===== config.mk =====
export PLATFORM = sky130hd
export DESIGN_NAME = aura_o_writeback
export DESIGN_NICKNAME = d
export VERILOG_FILES = /design/src/rtl/aura_o_writeback.sv
export SDC_FILE = /design/constraint.sdc
export NUM_CORES = 1
export LEC_CHECK = 0
export ABC_AREA = 1
export BUFFER_PORTS_ARGS = -buffer_cell sky130_fd_sc_hd__buf_2
export CAP_MARGIN = 20
export CORE_UTILIZATION = 50
export CTS_CLUSTER_SIZE = 10
export DETAILED_ROUTE_END_ITERATION = 7
export PLACE_DENSITY = 0.72
export SLEW_MARGIN = 5
export SYNTH_ARGS = -nofsm -noshare
export SYNTH_HDL_FRONTEND = slang
export SYNTH_SLANG_ARGS = --single-unit

===== constraint.sdc =====
create_clock -name clock -period 4.59 [get_ports clock]
set_clock_uncertainty 0.15 [all_clocks]
set_input_delay 0.6885 -clock clock [delete_from_list [all_inputs] [get_ports clock]]
set_output_delay 0.6885 -clock clock [all_outputs]
set_load 0.02 [all_outputs]

===== src/rtl/aura_o_writeback.sv =====
// aura_o_writeback: buffers finished output words and stores them to the O region.
// Optional feature: define AURA_WB_CHECKSUM_EN to build the running XOR checksum of accepted stores.
module aura_o_writeback #(
  parameter logic [31:0] BASE_ADDR  = 32'h0000_3000,  // O_BASE
  parameter int unsigned NUM_WORDS  = 512,
  parameter int unsigned FIFO_DEPTH = 8,
  localparam int unsigned MEM_BLOCK_W = 64,
  localparam int unsigned ADDR_W      = 32,
  localparam int unsigned TAG_W       = 4,
  localparam int unsigned CMD_W       = 2
) (
  input  logic                   clock,
  input  logic                   reset,
  input  logic                   in_valid,
  input  logic [MEM_BLOCK_W-1:0] in_data,
  output logic                   in_ready,
  input  logic                   mem_grant,
  input  logic [TAG_W-1:0]       mem2proc_transaction_tag,
  output logic [CMD_W-1:0]       proc2mem_command,
  output logic [ADDR_W-1:0]      proc2mem_addr,
  output logic [MEM_BLOCK_W-1:0] proc2mem_data,
  output logic                   done,
  output logic [MEM_BLOCK_W-1:0] checksum
);

  localparam logic [CMD_W-1:0] MEM_NONE  = 2'd0;
  localparam logic [CMD_W-1:0] MEM_STORE = 2'd2;

  localparam int unsigned CNT_W = $clog2(NUM_WORDS + 1);
  localparam int unsigned PTR_W = $clog2(FIFO_DEPTH);
  localparam int unsigned OCC_W = PTR_W + 1;

  typedef enum logic {
    S_RUN = 1'b0,
    S_FIN = 1'b1
  } state_t;

  state_t state_q, state_d;

  logic [MEM_BLOCK_W-1:0] fifo_q [FIFO_DEPTH];
  logic [PTR_W-1:0]       wr_ptr_q, rd_ptr_q;
  logic [OCC_W-1:0]       occ_q;
  logic [CNT_W-1:0]       in_cnt_q, wr_cnt_q;

  logic full, empty, push, pop;

  assign full  = (occ_q == OCC_W'(FIFO_DEPTH));
  assign empty = (occ_q == '0);

  // Store address and data come straight from registered state, so they hold while a store is retried.
  assign proc2mem_addr = BASE_ADDR + (ADDR_W'(wr_cnt_q) << 3);
  assign proc2mem_data = empty ? '0 : fifo_q[rd_ptr_q];

  // Next-state and handshake decode; FIN shuts off both the input side and the bus.
  always_comb begin
    state_d          = state_q;
    in_ready         = 1'b0;
    proc2mem_command = MEM_NONE;
    done             = 1'b0;
    push             = 1'b0;
    pop              = 1'b0;
    case (state_q)
      S_RUN: begin
        in_ready = !full && (in_cnt_q < CNT_W'(NUM_WORDS));
        if (mem_grant && !empty) begin
          proc2mem_command = MEM_STORE;
        end
        push = in_valid && in_ready;
        pop  = (proc2mem_command == MEM_STORE) && (mem2proc_transaction_tag != '0);
        if (pop && (wr_cnt_q == CNT_W'(NUM_WORDS - 1))) begin
          state_d = S_FIN;
        end
      end
      S_FIN: begin
        done = 1'b1;
      end
      default: begin
        state_d = S_RUN;
      end
    endcase
  end

  // State register.
  always_ff @(posedge clock) begin
    if (reset) begin
      state_q <= S_RUN;
    end else begin
      state_q <= state_d;
    end
  end

  // FIFO storage; contents are don't-care until written, so no reset needed.
  always_ff @(posedge clock) begin
    if (push) begin
      fifo_q[wr_ptr_q] <= in_data;
    end
  end

  // FIFO pointers and occupancy; push and pop together leave occupancy unchanged.
  always_ff @(posedge clock) begin
    if (reset) begin
      wr_ptr_q <= '0;
      rd_ptr_q <= '0;
      occ_q    <= '0;
    end else begin
      if (push) begin
        wr_ptr_q <= wr_ptr_q + PTR_W'(1);
      end
      if (pop) begin
        rd_ptr_q <= rd_ptr_q + PTR_W'(1);
      end
      case ({push, pop})
        2'b10:   occ_q <= occ_q + OCC_W'(1);
        2'b01:   occ_q <= occ_q - OCC_W'(1);
        default: occ_q <= occ_q;
      endcase
    end
  end

  // Word counters; pushes are gated by in_cnt and pops by occupancy, so both stop at NUM_WORDS.
  always_ff @(posedge clock) begin
    if (reset) begin
      in_cnt_q <= '0;
      wr_cnt_q <= '0;
    end else begin
      if (push && (in_cnt_q != CNT_W'(NUM_WORDS))) begin
        in_cnt_q <= in_cnt_q + CNT_W'(1);
      end
      if (pop && (wr_cnt_q != CNT_W'(NUM_WORDS))) begin
        wr_cnt_q <= wr_cnt_q + CNT_W'(1);
      end
    end
  end

`ifdef AURA_WB_CHECKSUM_EN
  logic [MEM_BLOCK_W-1:0] csum_q;

  // Signature of everything committed to memory since reset.
  always_ff @(posedge clock) begin
    if (reset) begin
      csum_q <= '0;
    end else if (pop) begin
      csum_q <= csum_q ^ proc2mem_data;
    end
  end

  assign checksum = csum_q;
`else
  assign checksum = '0;
`endif

endmodule


==> results of run 1 <==
[area by class of cell]
cell class	count	area, um2
Clock buffer	74	1610
Sequential cell	546	16100
Clock inverter	3	28.8
Fill cell	3564	19200
Inverter	35	136
Antenna cell	4	10.0
Timing Repair Buffer	176	1060
Tap cell	592	741
Multi-Input combinational cell	1189	5460
[metrics by stage]
| stage | util (%) | cells | total power [uW] | hold WS [ns] | worst slack (ns) |
|---|---|---|---|---|---|
| floorplan | - | 1965 | 8890 | 0.284 | 0.190 |
| global placement | 52.9 | 2538 | 10100 | 0.310 | 1.45 |
| detailed placement | 52.9 | 2538 | 10200 | 0.319 | 1.50 |
| CTS | 56.6 | 2615 | 14400 | 0.168 | 0.850 |
| global route | 56.7 | 2619 | 15000 | 0.192 | 0.655 |
| finish | 56.7 | 2619 | 14300 | 0.205 | 0.787 |
[per-layer routing]
| metal | vias up | share of wire, % | track usage [%] |
|---|---|---|---|
| met2 | 555 | 49 | 35.6 |
| met3 | 72 | 6.6 | 3.19 |
| met1 | 6997 | 42 | 29.0 |
| met4 | 0 | 2.5 | 7.64 |
| li1 | 6731 | - | - |
| met5 | - | 0 | 0 |
[cell usage in the layout (no fill, tap or decap)]
master and n:
edfxtp_1 512, nor2_1 493, o21ai_0 271, buf_2 150
nand2_1 132, conb_1 85, o22ai_1 64, o211ai_1 64
clkbuf_16 62, inv_1 32, dfxtp_1 31, a21oi_1 24
nand3_1 21, buf_4 17, clkbuf_1 11, ha_1 9
buf_12 9, nor2_4 8, xor2_1 5, diode_2 4
nand4_1 3, nor3_1 3, dfxtp_4 3, inv_6 2
clkinv_1 2, xnor2_1 2, nand3b_1 2, nand2_2 1
nor2_2 1, nand3_2 1, inv_2 1, clkinv_8 1
clkbuf_8 1
[power groups by stage]
stage / clock (uW) / sequential [uW] / combinational (uW)
after global routing: 4420 / 5940 / 4600
after global placement: 0 / 6000 / 4100
after detailed placement: 0 / 6020 / 4190
after CTS: 4230 / 5920 / 4210
final: 4160 / 5920 / 4190
after floorplan: 0 / 5960 / 2930
[sequential cells by signal, indices dropped and copies added (netlist names), named ones only]
register / cells
occ_q: 4
in_cnt_q: 10
state_q: 1
wr_ptr_q: 3
rd_ptr_q: 3
wr_cnt_q: 10
fifo_q: 512
[cells by family (layout without fill, tap and decap cells)]
group	Yosys count	in the layout	synth area share (%)
XOR/XNOR	7	7	0.273
AND/OR/NAND/NOR	665	665	11.3
buffers and inverters	230	288	5.98
adder cells (fa/ha/maj)	9	9	0.501
flip-flops	546	546	71.4
AO/OA/AOI/OAI	423	423	10.5
other	1	89	0.0167
[path summary, 6_finish.rpt]
check	slack, ns	endpoint	startpoint
min	0.20	fifo_q[4][44]	in_data[44]
min reg2reg	0.33	rd_ptr_q[0]	rd_ptr_q[0]
max	0.79	proc2mem_data[9]	flip-flop
max reg2reg	1.66	fifo_q[2][22]	occ_q[1]
==> flow_metrics.py, run 1 <==
metrics = {
    "timing": {
        "drv_slew": 0,
        "post-route-period-util_pct": 82.9,
        "max_freq_mhz": 263,
        "slew_headroom_pct": 19.4,
        "rsz0062_at_grt": "false",
        "final_hold_viol_count": 0,
        "worst_pin_slew_ns": 1.21,
        "tns_ns": 0,
        "fin_crit_ns": 3.80,
        "setup_viol": 0,
    },
    "power": {
        "combPwrFrac_pct": 29.4,
        "switchingPower_uw": 4930,
        "p_clk_share_pct": 29.2,
        "leakage_uw": 0.00894,
        "p_int_uw": 9340,
        "power_density_nw_per_um2": 568,
        "sw_frac_of_total_pct": 34.6,
        "ir_worst_vdd_v": 0.000690,
        "power_frac_seq_pct": 41.5,
    },
    "clock_tree": {
        "ctsHtreeMaxLevel": 2,
        "cts_buffers": 61,
        "clock_path_buffers": 3,
        "cts.reportedPaths.clkPinSlew_ns": 0.06,
        "cts_setup_buffers": 0,
        "cts-hold-fix-buffers": 0,
        "cts_sinks": 546,
        "cts_resized": 0,
        "ctsRootBufferMaster": "clkbuf_16",
        "clk_latency_ns": 0.60,
        "tritoncts": "built",
    },
    "min_path": {
        "min_path_cells": 1,
        "hold_class": "in -> reg",
    },
    "grt": {
        "grtUsageTotal_pct": 21.5,
        "grt_first_pass_wirelength_um": 77100,
        "antenna_found_initial": 4,
        "grt_max_degree": 257,
        "first_global_vias": 14000,
        "gr-total-overflow": 0,
    },
    "floorplanning": {
        "core_area_um2": 44300,
        "fp.dieH_um": 214,
        "die_w_um": 214,
        "dieArea_um2": 45800,
        "rows": 77,
        "pin_count": 236,
        "initial_core_util_pct": 50.7,
    },
    "cells_and_area": {
        "area_growth_pct": 11.7,
        "final_area_um2": 25100,
        "drive_above_1_share_pct": 12.7,
        "fin_nets": 2090,
    },
    "setup_path": {
        "path_max_fanout": 256,
        "arrival_ns": 2.96,
        "cp-end-kind": "output port",
        "ff2ff_path_depth": 7,
        "path_class": "reg -> out",
        "critPathSlowestCell": "buf_12",
        "cp_top_family": "buffers and inverters",
        "path_cells": "buf_12 -> nor2_1 -> nor2_1 -> o21ai_0 -> o211ai_1 -> nand2_1 -> nor2_1 -> buf_2",
        "cp.buffers_inverters": 2,
        "cpMostUsedCell": "nor2_1",
        "worstPathRequired_ns": 3.75,
        "slowest_delay_ns": 0.62,
        "crit_cells": 8,
        "cp-start-kind": "flip-flop",
    },
    "route": {
        "ant_nets": 0,
        "vias_per_cell": 5.48,
        "drc": 0,
        "finalWirelength_um": 49200,
        "vias": 14400,
        "drtIter0Drc": 1168,
        "dr.pass1.iters": 5,
        "routedWlPerCell_um": 18.8,
    },
    "logic_synthesis": {
        "synthCells": 1881,
        "synth_common_cells": "edfxtp_1, nor2_1, o21ai_0",
        "synth_warnings": 0,
        "ys_types": 27,
        "syn_area_per_cell_um2": 12.0,
        "yosysMostFrequentCell": "edfxtp_1",
        "synth_top_area_cell": "edfxtp_1",
        "synth.ff_latch_count": 546,
        "async_flop_share_pct": 0,
        "synth_area_leaders": "edfxtp_1, nor2_1, o21ai_0, dfxtp_1, buf_4",
        "ys.flop_type": "edfxtp_1",
        "seq_area_frac_synth_pct": 71.4,
        "synth_top_area_share_pct": 68.4,
        "synth_area_um2": 22500,
        "synth_edf_count": 512,
    },
    "run_status": {
        "outcome": "complete, no violations",
    },
    "placed_design": {
        "postPlaceCellArea_um2": 23500,
        "gp_congestion": 0.759,
        "dp_hpwl_um": 26400,
        "portBuffers": 150,
    },
    "job": {
        "maxCapViolCount": 0,
    },
}
(Power assumes the default switching activity.)
==> inputs of run 2 (changes only) <==
clock period = 3.1 ns   (was 4.59 ns; I/O delays follow)
==> flow_metrics.py, run 2 (synthesis results as in run 1) <==
metrics = {
    "setup_path": {
        "path_class": "reg -> out",
        "cp-start-kind": "flip-flop",
        "cp-end-kind": "output port",
        "arrival_ns": 2.41,
        "worstPathRequired_ns": 2.48,
        "path_max_fanout": 26,
    },
    "min_path": {
        "hold_class": "in -> reg",
    },
    "placed_design": {
        "portBuffers": 150,
        "gp_congestion": 0.734,
        "preCtsSetupSlack_ns": 0.578,
        "dp_hpwl_um": 27100,
    },
    "route": {
        "drc": 0,
        "drtIter0Drc": 1254,
        "routedWlPerCell_um": 19.1,
        "vias_per_cell": 5.52,
        "ant_nets": 0,
        "vias": 14900,
        "finalWirelength_um": 51700,
        "dr.pass1.iters": 5,
    },
    "floorplanning": {
        "initial_core_util_pct": 50.7,
        "core_area_um2": 44300,
        "rows": 77,
        "fp.dieH_um": 214,
        "pin_count": 236,
        "die_w_um": 214,
        "dieArea_um2": 45800,
    },
    "power": {
        "power_frac_seq_pct": 40.5,
        "sw_frac_of_total_pct": 34.6,
        "p_clk_share_pct": 28.4,
        "switchingPower_uw": 7450,
        "combPwrFrac_pct": 31.1,
        "total_power_uw": 21600,
        "power_density_nw_per_um2": 823,
        "ir_worst_vdd_v": 0.000648,
        "p_int_uw": 14100,
        "leakage_uw": 0.00941,
    },
    "grt": {
        "first_global_vias": 14600,
        "antenna_found_initial": 6,
        "grt_first_pass_wirelength_um": 79100,
        "grt_max_degree": 94,
        "grtUsageTotal_pct": 22.0,
        "gr-total-overflow": 0,
    },
    "timing": {
        "post-route-period-util_pct": 97.6,
        "drv_slew": 0,
        "worst_hold_slack_ns": 0.0343,
        "setup_slack_ns": 0.0736,
        "setup_viol": 0,
        "final_hold_viol_count": 0,
        "worst_pin_slew_ns": 0.635,
        "slew_headroom_pct": 57.6,
        "max_freq_mhz": 330,
        "rsz0062_at_grt": "false",
        "fin_crit_ns": 3.03,
    },
    "clock_tree": {
        "ctsRootBufferMaster": "clkbuf_16",
        "clock_path_buffers": 3,
        "clk_latency_ns": 0.60,
        "cts_sinks": 546,
        "cts_buffers": 60,
        "ctsHtreeMaxLevel": 2,
        "tritoncts": "built",
        "cts.reportedPaths.clkPinSlew_ns": 0.05,
    },
    "cells_and_area": {
        "max_flop_register": "fifo_q",
        "drive_above_1_share_pct": 13.2,
        "area_growth_pct": 16.6,
        "fin_nets": 2172,
        "final_common_cell": "edfxtp_1",
        "reg_top3": "fifo_q x512, in_cnt_q x10, wr_cnt_q x10",
        "final_cell_mix": "edfxtp_1, nor2_1, o21ai_0",
        "largest_register_ff_count": 512,
    },
    "job": {
        "maxCapViolCount": 0,
    },
    "run_status": {
        "outcome": "complete, no violations",
    },
}
-- run 2: final cells by class --
cell class | instances | area (um2)
fill | 3434 | 18100
sequential | 546 | 16100
multi-input combinational | 1189 | 5460
timing repair buffer | 259 | 2160
clock buffer | 76 | 1600
tap | 592 | 741
inverter | 35 | 144
clock inverter | 1 | 16.3
antenna | 4 | 10.0
-- run 2: stage by stage --
stage	instance area [um2]	instances	setup TNS, ns	utilization (%)
after detailed placement	23800	2552	0	53.6
after global placement	23800	2552	0	53.6
after floorplan	22800	1965	-42.84	-
final	26200	2702	0	59.1
after CTS	26100	2692	0	58.8
after global routing	26200	2702	0	59.1
-- run 2: path summary, 6_finish.rpt --
check,start,endpoint,slack [ns],depth (start not counted)
hold / removal,in_data[25],fifo_q[7][25],0.03,1
setup / recovery,flip-flop,proc2mem_data[23],0.07,7
hold reg to reg,in_cnt_q[4],in_cnt_q[4],0.33,2
setup reg to reg,occ_q[0],fifo_q[2][26],0.59,7
-- run 2: power groups by stage --
stage / sequential (uW) / clock (uW) / combinational [uW]
finish: 8730 / 6120 / 6710
global route: 8770 / 6500 / 7350
CTS: 8740 / 6230 / 6560
detailed placement: 8890 / 0 / 6370
global placement: 8870 / 0 / 6230
floorplan: 8800 / 0 / 4350
-- run 2: metal layers --
metal  vias to the layer above  track usage [%]  wire (um)  share of wire (%)
met5                         -                0         23              0.044
met4                         4             6.76       1010                2.0
met3                        71             3.74       3800                7.3
met2                       625             37.6      25400                 49
met1                      7291             28.9      21400                 41
li1                       6919                -          -                  -
-- run 2: critical path, cell delays in order (launching register included) --
cell     delay, ns
dfxtp_4       0.44
inv_2         0.12
buf_4         0.35
o21ai_0       0.15
o22ai_1       0.13
nor2_1        0.06
nor2_1        0.31
buf_2         0.24
-- run 2: timing repair --
| item | CTS | global route |
|---|---|---|
| setup buffers | 1 | 3 |
| hold endpoints to repair | 481 | 0 |
| resized for setup | 5 | 5 |
| hold buffers | 61 | 0 |
| cloned | 1 | 3 |
| endpoints found under the setup margin | 9 | 36 |
